[src/rtl/rv_pkg.sv]
// rv_pkg: shared constants and clear-FSM state type for the RISC-V core register files
package rv_pkg;
  localparam int XLEN = 32;
  localparam int REG_AW = 5;
  localparam int REG_ZERO = 0;
  typedef enum logic [1:0] {IDLE, SWEEP, DONE} clr_state_t;
endpackage

[src/rtl/rv_regfile_clr_fsm.sv]
// rv_regfile_clr_fsm: sequential bulk-clear engine with busy/done handshake
module rv_regfile_clr_fsm #(
  parameter int NREGS = 32,
  localparam int AW = $clog2(NREGS)
) (
  input  logic          clk,
  input  logic          rst,
  input  logic          clr_req,
  output logic          clr_busy,
  output logic          clr_done,
  output logic          clr_we,
  output logic [AW-1:0] clr_addr
);
  import rv_pkg::*;
  clr_state_t state;
  logic [AW-1:0] cnt;
  // sweep one entry per cycle; busy and done are registered alongside the state
  always_ff @(posedge clk or posedge rst) begin
    if (rst) begin
      state    <= IDLE;
      cnt      <= '0;
      clr_busy <= 1'b0;
      clr_done <= 1'b0;
    end else begin
      case (state)
        IDLE: begin
          clr_done <= 1'b0;
          if (clr_req) begin
            state    <= SWEEP;
            cnt      <= '0;
            clr_busy <= 1'b1;
          end
        end
        SWEEP: begin
          if (cnt == AW'(NREGS - 1)) begin
            state    <= DONE;
            cnt      <= '0;
            clr_busy <= 1'b0;
            clr_done <= 1'b1;
          end else begin
            cnt <= cnt + 1'b1;
          end
        end
        DONE: begin
          state    <= IDLE;
          clr_done <= 1'b0;
        end
        default: begin
          state    <= IDLE;
          clr_busy <= 1'b0;
          clr_done <= 1'b0;
        end
      endcase
    end
  end
  assign clr_we   = state == SWEEP;
  assign clr_addr = cnt;
endmodule

[src/rtl/rv_regfile_mp.sv]
// rv_regfile_mp: multi-port integer register file with zero entry, bypass and bulk clear
module rv_regfile_mp #(
  parameter int XLEN     = rv_pkg::XLEN,
  parameter int NREGS    = 32,
  parameter int NRD      = 2,
  parameter int NWR      = 1,
  parameter int ZERO_REG = 1,
  parameter int BYPASS   = 1,
  localparam int AW = $clog2(NREGS)
) (
  input  logic                clk,
  input  logic                rst,
  input  logic [NWR-1:0]      we,
  input  logic [NWR*AW-1:0]   waddr,
  input  logic [NWR*XLEN-1:0] wdata,
  input  logic [NRD*AW-1:0]   raddr,
  output logic [NRD*XLEN-1:0] rdata,
  input  logic                clr_req,
  output logic                clr_busy,
  output logic                clr_done
);
  import rv_pkg::*;
  logic [XLEN-1:0] regs [NREGS];
  logic [NWR-1:0] we_eff;
  logic clr_we;
  logic [AW-1:0] clr_addr;
  rv_regfile_clr_fsm #(.NREGS(NREGS)) u_clr (
    .clk      (clk),
    .rst      (rst),
    .clr_req  (clr_req),
    .clr_busy (clr_busy),
    .clr_done (clr_done),
    .clr_we   (clr_we),
    .clr_addr (clr_addr)
  );
  // user writes are masked during a sweep and dropped at the hard-wired zero entry
  always_comb begin
    we_eff = '0;
    for (int p = 0; p < NWR; p++)
      we_eff[p] = we[p] && !clr_busy && !(ZERO_REG != 0 && waddr[p*AW +: AW] == AW'(REG_ZERO));
  end
  // array update: clear sweep, else user writes with the higher port applied last
  always_ff @(posedge clk or posedge rst) begin
    if (rst) begin
      for (int i = 0; i < NREGS; i++) regs[i] <= '0;
    end else if (clr_we) begin
      regs[clr_addr] <= '0;
    end else begin
      for (int p = 0; p < NWR; p++)
        if (we_eff[p]) regs[waddr[p*AW +: AW]] <= wdata[p*XLEN +: XLEN];
    end
  end
  // read muxing: array, then highest matching write port, then zero entry override
  always_comb begin
    rdata = '0;
    for (int r = 0; r < NRD; r++) begin
      rdata[r*XLEN +: XLEN] = regs[raddr[r*AW +: AW]];
      if (BYPASS != 0)
        for (int p = 0; p < NWR; p++)
          if (we_eff[p] && waddr[p*AW +: AW] == raddr[r*AW +: AW])
            rdata[r*XLEN +: XLEN] = wdata[p*XLEN +: XLEN];
      if (ZERO_REG != 0 && raddr[r*AW +: AW] == AW'(REG_ZERO)) rdata[r*XLEN +: XLEN] = '0;
    end
  end
endmodule

[config.mk]
export PLATFORM = sky130hd
export DESIGN_NAME = rv_regfile_mp
export DESIGN_NICKNAME = d
export VERILOG_FILES = /design/src/rtl/rv_pkg.sv /design/src/rtl/rv_regfile_clr_fsm.sv /design/src/rtl/rv_regfile_mp.sv
export SDC_FILE = /design/constraint.sdc
export NUM_CORES = 2
export LEC_CHECK = 0
export ABC_AREA = 0
export CAP_MARGIN = 20
export CORE_ASPECT_RATIO = 1.2
export CORE_UTILIZATION = 55
export CTS_BUF_LIST = sky130_fd_sc_hd__clkbuf_8
export CTS_CLUSTER_DIAMETER = 40
export DETAILED_ROUTE_END_ITERATION = 6
export PLACE_DENSITY = 0.71
export RECOVER_POWER = 25
export SYNTH_ARGS = -nofsm -noshare
export SYNTH_HDL_FRONTEND = slang
export SYNTH_SLANG_ARGS = --single-unit
[constraint.sdc]
create_clock -name clk -period 38.2 [get_ports clk]
set_clock_uncertainty 0.1 [all_clocks]
set_input_delay 3.82 -clock clk [delete_from_list [all_inputs] [get_ports clk]]
set_output_delay 3.82 -clock clk [all_outputs]
set_load 0.005 [all_outputs]
==> flow_summary.yaml <==
setup_path:
  worstSetupStartpointType: "input port"
  cp_num_buf_inv: 6
  crit_arrival_ps: 8720
  crit_family: "buffers and inverters"
  critPathMaxFanout: 49
  crit_top_cell: "buf_4"
  crit_type: "in -> out"
  end_kind: "primary output"
  cp_cell_sequence: "buf_6, buf_4, inv_2, buf_4, mux2i_1, a2111oi_0, dlymetal6s2s_1, a311oi_1, a21oi_1, clkdlybuf4s50_1"
  critPathSlowestCell: "a311oi_1"
  cp.required_ps: 34280
  slowest_delay_ps: 760
synthesis:
  synth_edf_count: 0
  ys_seq_area_share_pct: 47.2
  ys_ff_latch: 1033
  synth.distinct_cells: 66
  yosysMostFrequentCell: "dfrtp_1"
  synth-async-reset-ratio_pct: 100
  synth_area_um2: 54700
  synth_area_leader_cell: "dfrtp_1"
  synth_cells: 4283
  synthTopCellsByArea: "dfrtp_1 47%, a22o_1 16%, mux4_2 15%, mux2i_1 6.8%, clkbuf_1 2.5%"
  yosysWarnings: 0
  yosysTopAreaCellShare_pct: 47.2
  synth_nets: 4339
  synth_commonest_cells: "1033 x dfrtp_1, 1004 x a22o_1, 371 x mux2i_1"
  avgSynthCellArea_um2: 12.8
  ys.flop_type: "dfrtp_1"
drt:
  antenna_left: 0
  wl_mm: 219
  drt_first_pass_iters: 7
  vias: 44900
  post_drt_via_cell_ratio: 8.04
  wl_per_cell_um: 39.2
  first_iter_violations: 7258
  drc_errors: 1
timing:
  slew_headroom_pct: -298
  max_freq_mhz: 79.1
  setup_violations: 0
  maxSlewViolCount: 606
  period_minus_slack_ps: 12640
  timing.final.hold_violations: 0
  rsz0062_at_grt: "false"
  tightest_slew_ps: 5940
  holdWs_ps: 381
  fin_crit_sh_pct: 33.1
  tns_ps: 0
cts:
  cts_tree: "built"
  cts_resized: 0
  path_clk_slew_ps: 60
  cts_hold_buf: 0
  cts.sinks: 1033
  insertion_delay_ps: 900
  postCtsSetupBuffers: 0
  cts_buffers: 171
  clk_path_buf_depth: 3
  clock-root-buffer: "clkbuf_8"
  h-tree-depth: 4
grt:
  grt_util_all_layers_pct: 43.5
  overflow: 0
  grt_pass1_vias: 45300
  grt_antenna_before_repair: 9
  grt_max_degree: 152
  grt_pass1_wl_mm: 316
power:
  ir_worst_vdd_uv: 34.6
  p_per_area_nw_per_um2: 44.2
  p_leak_nw: 27.1
flow_run:
  maxCapViolations: 10
floorplanning:
  die_y_um: 348
  core_um2: 98500
  die_area_um2: 101000
  row_count: 126
  fp.dieW_um: 290
  initial_core_util_pct: 55.6
  pin_count: 117
placed_design:
  hpwl_mm: 119
  gp_congestion: 0.942
  port_buffers: 116
run_status:
  status: "finished with violations"
  violations: "design-rule violations, max-capacitance violations, max-slew violations"
finish:
  fin_nets: 4231
  multi_input_area_um2: 26800
  drive_above_1_share_pct: 20.5
  seq_area_um2: 25800
  area_growth_pct: 10.4
  fill_cells: 7539
worst_hold_path:
  hold_path.class: "reg -> reg"
[worst paths after layout]
path	cells past startpoint	start	slack, ps	endpoint
max	10	raddr[1]	25560	rdata[18]
min	1	u_clr.clr_done	380	u_clr.clr_done
max reg2reg	6	u_clr.state[1]	32970	regs[25]
min reg2reg	1	u_clr.clr_done	380	u_clr.clr_done
max in group asynchronous	5	rst	26600	regs[504]
min in group asynchronous	2	rst	5120	regs[367]
[cell usage in the layout (no fill, tap or decap), drive strengths merged, types with 5 or more instances in the layout]
| cell type | count |
|---|---|
| bufinv | 8 |
| a211oi | 27 |
| diode | 5 |
| clkdlybuf4s50 | 102 |
| nand3b | 9 |
| xor2 | 6 |
| o211ai | 11 |
| clkinvlp | 12 |
| clkinv | 31 |
| a22oi | 63 |
| and2 | 47 |
| o21ai | 97 |
| nor3 | 50 |
| nor2b | 20 |
| o311ai | 8 |
| inv | 52 |
| a311oi | 12 |
| a221o | 19 |
| a32oi | 5 |
| a22o | 1004 |
| mux4 | 353 |
| nor2 | 101 |
| buf | 163 |
| a221oi | 70 |
| ha | 5 |
| a31oi | 24 |
| nand2b | 9 |
| mux2i | 371 |
| o2111ai | 8 |
| a21oi | 122 |
| mux2 | 12 |
| dfrtp | 1033 |
| and3 | 16 |
| nand3 | 19 |
| a2111oi | 14 |
| clkbuf | 221 |
| nor3b | 9 |
| nand2 | 134 |
[layout make-up]
type	instances	area share, %
Clock buffer	210	4.78
Timing Repair Buffer	281	4.12
Tap cell	1280	2.65
Clock inverter	94	1.15
Inverter	9	0.0580
Multi-Input combinational cell	2679	44.4
Sequential cell	1033	42.8
Antenna cell	5	0.0207
[cell families (layout without fill, tap and decap cells)]
| logic type | after synthesis | in the layout | share of synthesized area (%) |
|---|---|---|---|
| buffers and inverters | 571 | 594 | 4.80 |
| xor gates and xnor gates | 10 | 10 | 0.160 |
| other | 0 | 5 | 0 |
| adders and majority gates | 5 | 5 | 0.114 |
| and+or+nand+nor | 430 | 430 | 3.94 |
| AOI/OAI and AO/OA | 1498 | 1498 | 22.2 |
| DFF | 1033 | 1033 | 47.2 |
| muxes | 736 | 736 | 21.6 |
[power by group]
group          switching, mW  internal [mW]
Clock                  0.489          0.554
Sequential            0.0394           1.14
Combinational          0.311          0.142
Total                  0.839           1.83
[per-stage QoR]
| stage | utilization (%) | power [mW] | cell area, um^2 | cells | setup WS, ps |
|---|---|---|---|---|---|
| floorplan | - | 1.43 | 54700 | 4283 | 5210 |
| global placement | 57.6 | 1.62 | 56800 | 5275 | 25810 |
| detailed placement | 57.7 | 1.63 | 56800 | 5279 | 25710 |
| CTS | 61.3 | 2.65 | 60400 | 5583 | 25700 |
| global route | 61.3 | 2.73 | 60400 | 5587 | 25080 |
| finish | 61.3 | 2.67 | 60400 | 5591 | 25560 |
[layer usage]
layer / track usage, % / vias to the layer above / share of wire, %
met5: 0 / - / 0.027
met4: 33.2 / 10 / 8.9
met3: 18.0 / 1148 / 15
met2: 60.4 / 4196 / 42
met1: 54.0 / 22800 / 34
li1: - / 16800 / -
[sequential cells by signal (all words and copies together), names as in the netlist]
register        flops
u_clr.clr_addr      5
u_clr.state         2
regs             1024
u_clr.clr_busy      1
u_clr.clr_done      1
Power figures use the tool's default switching activity.
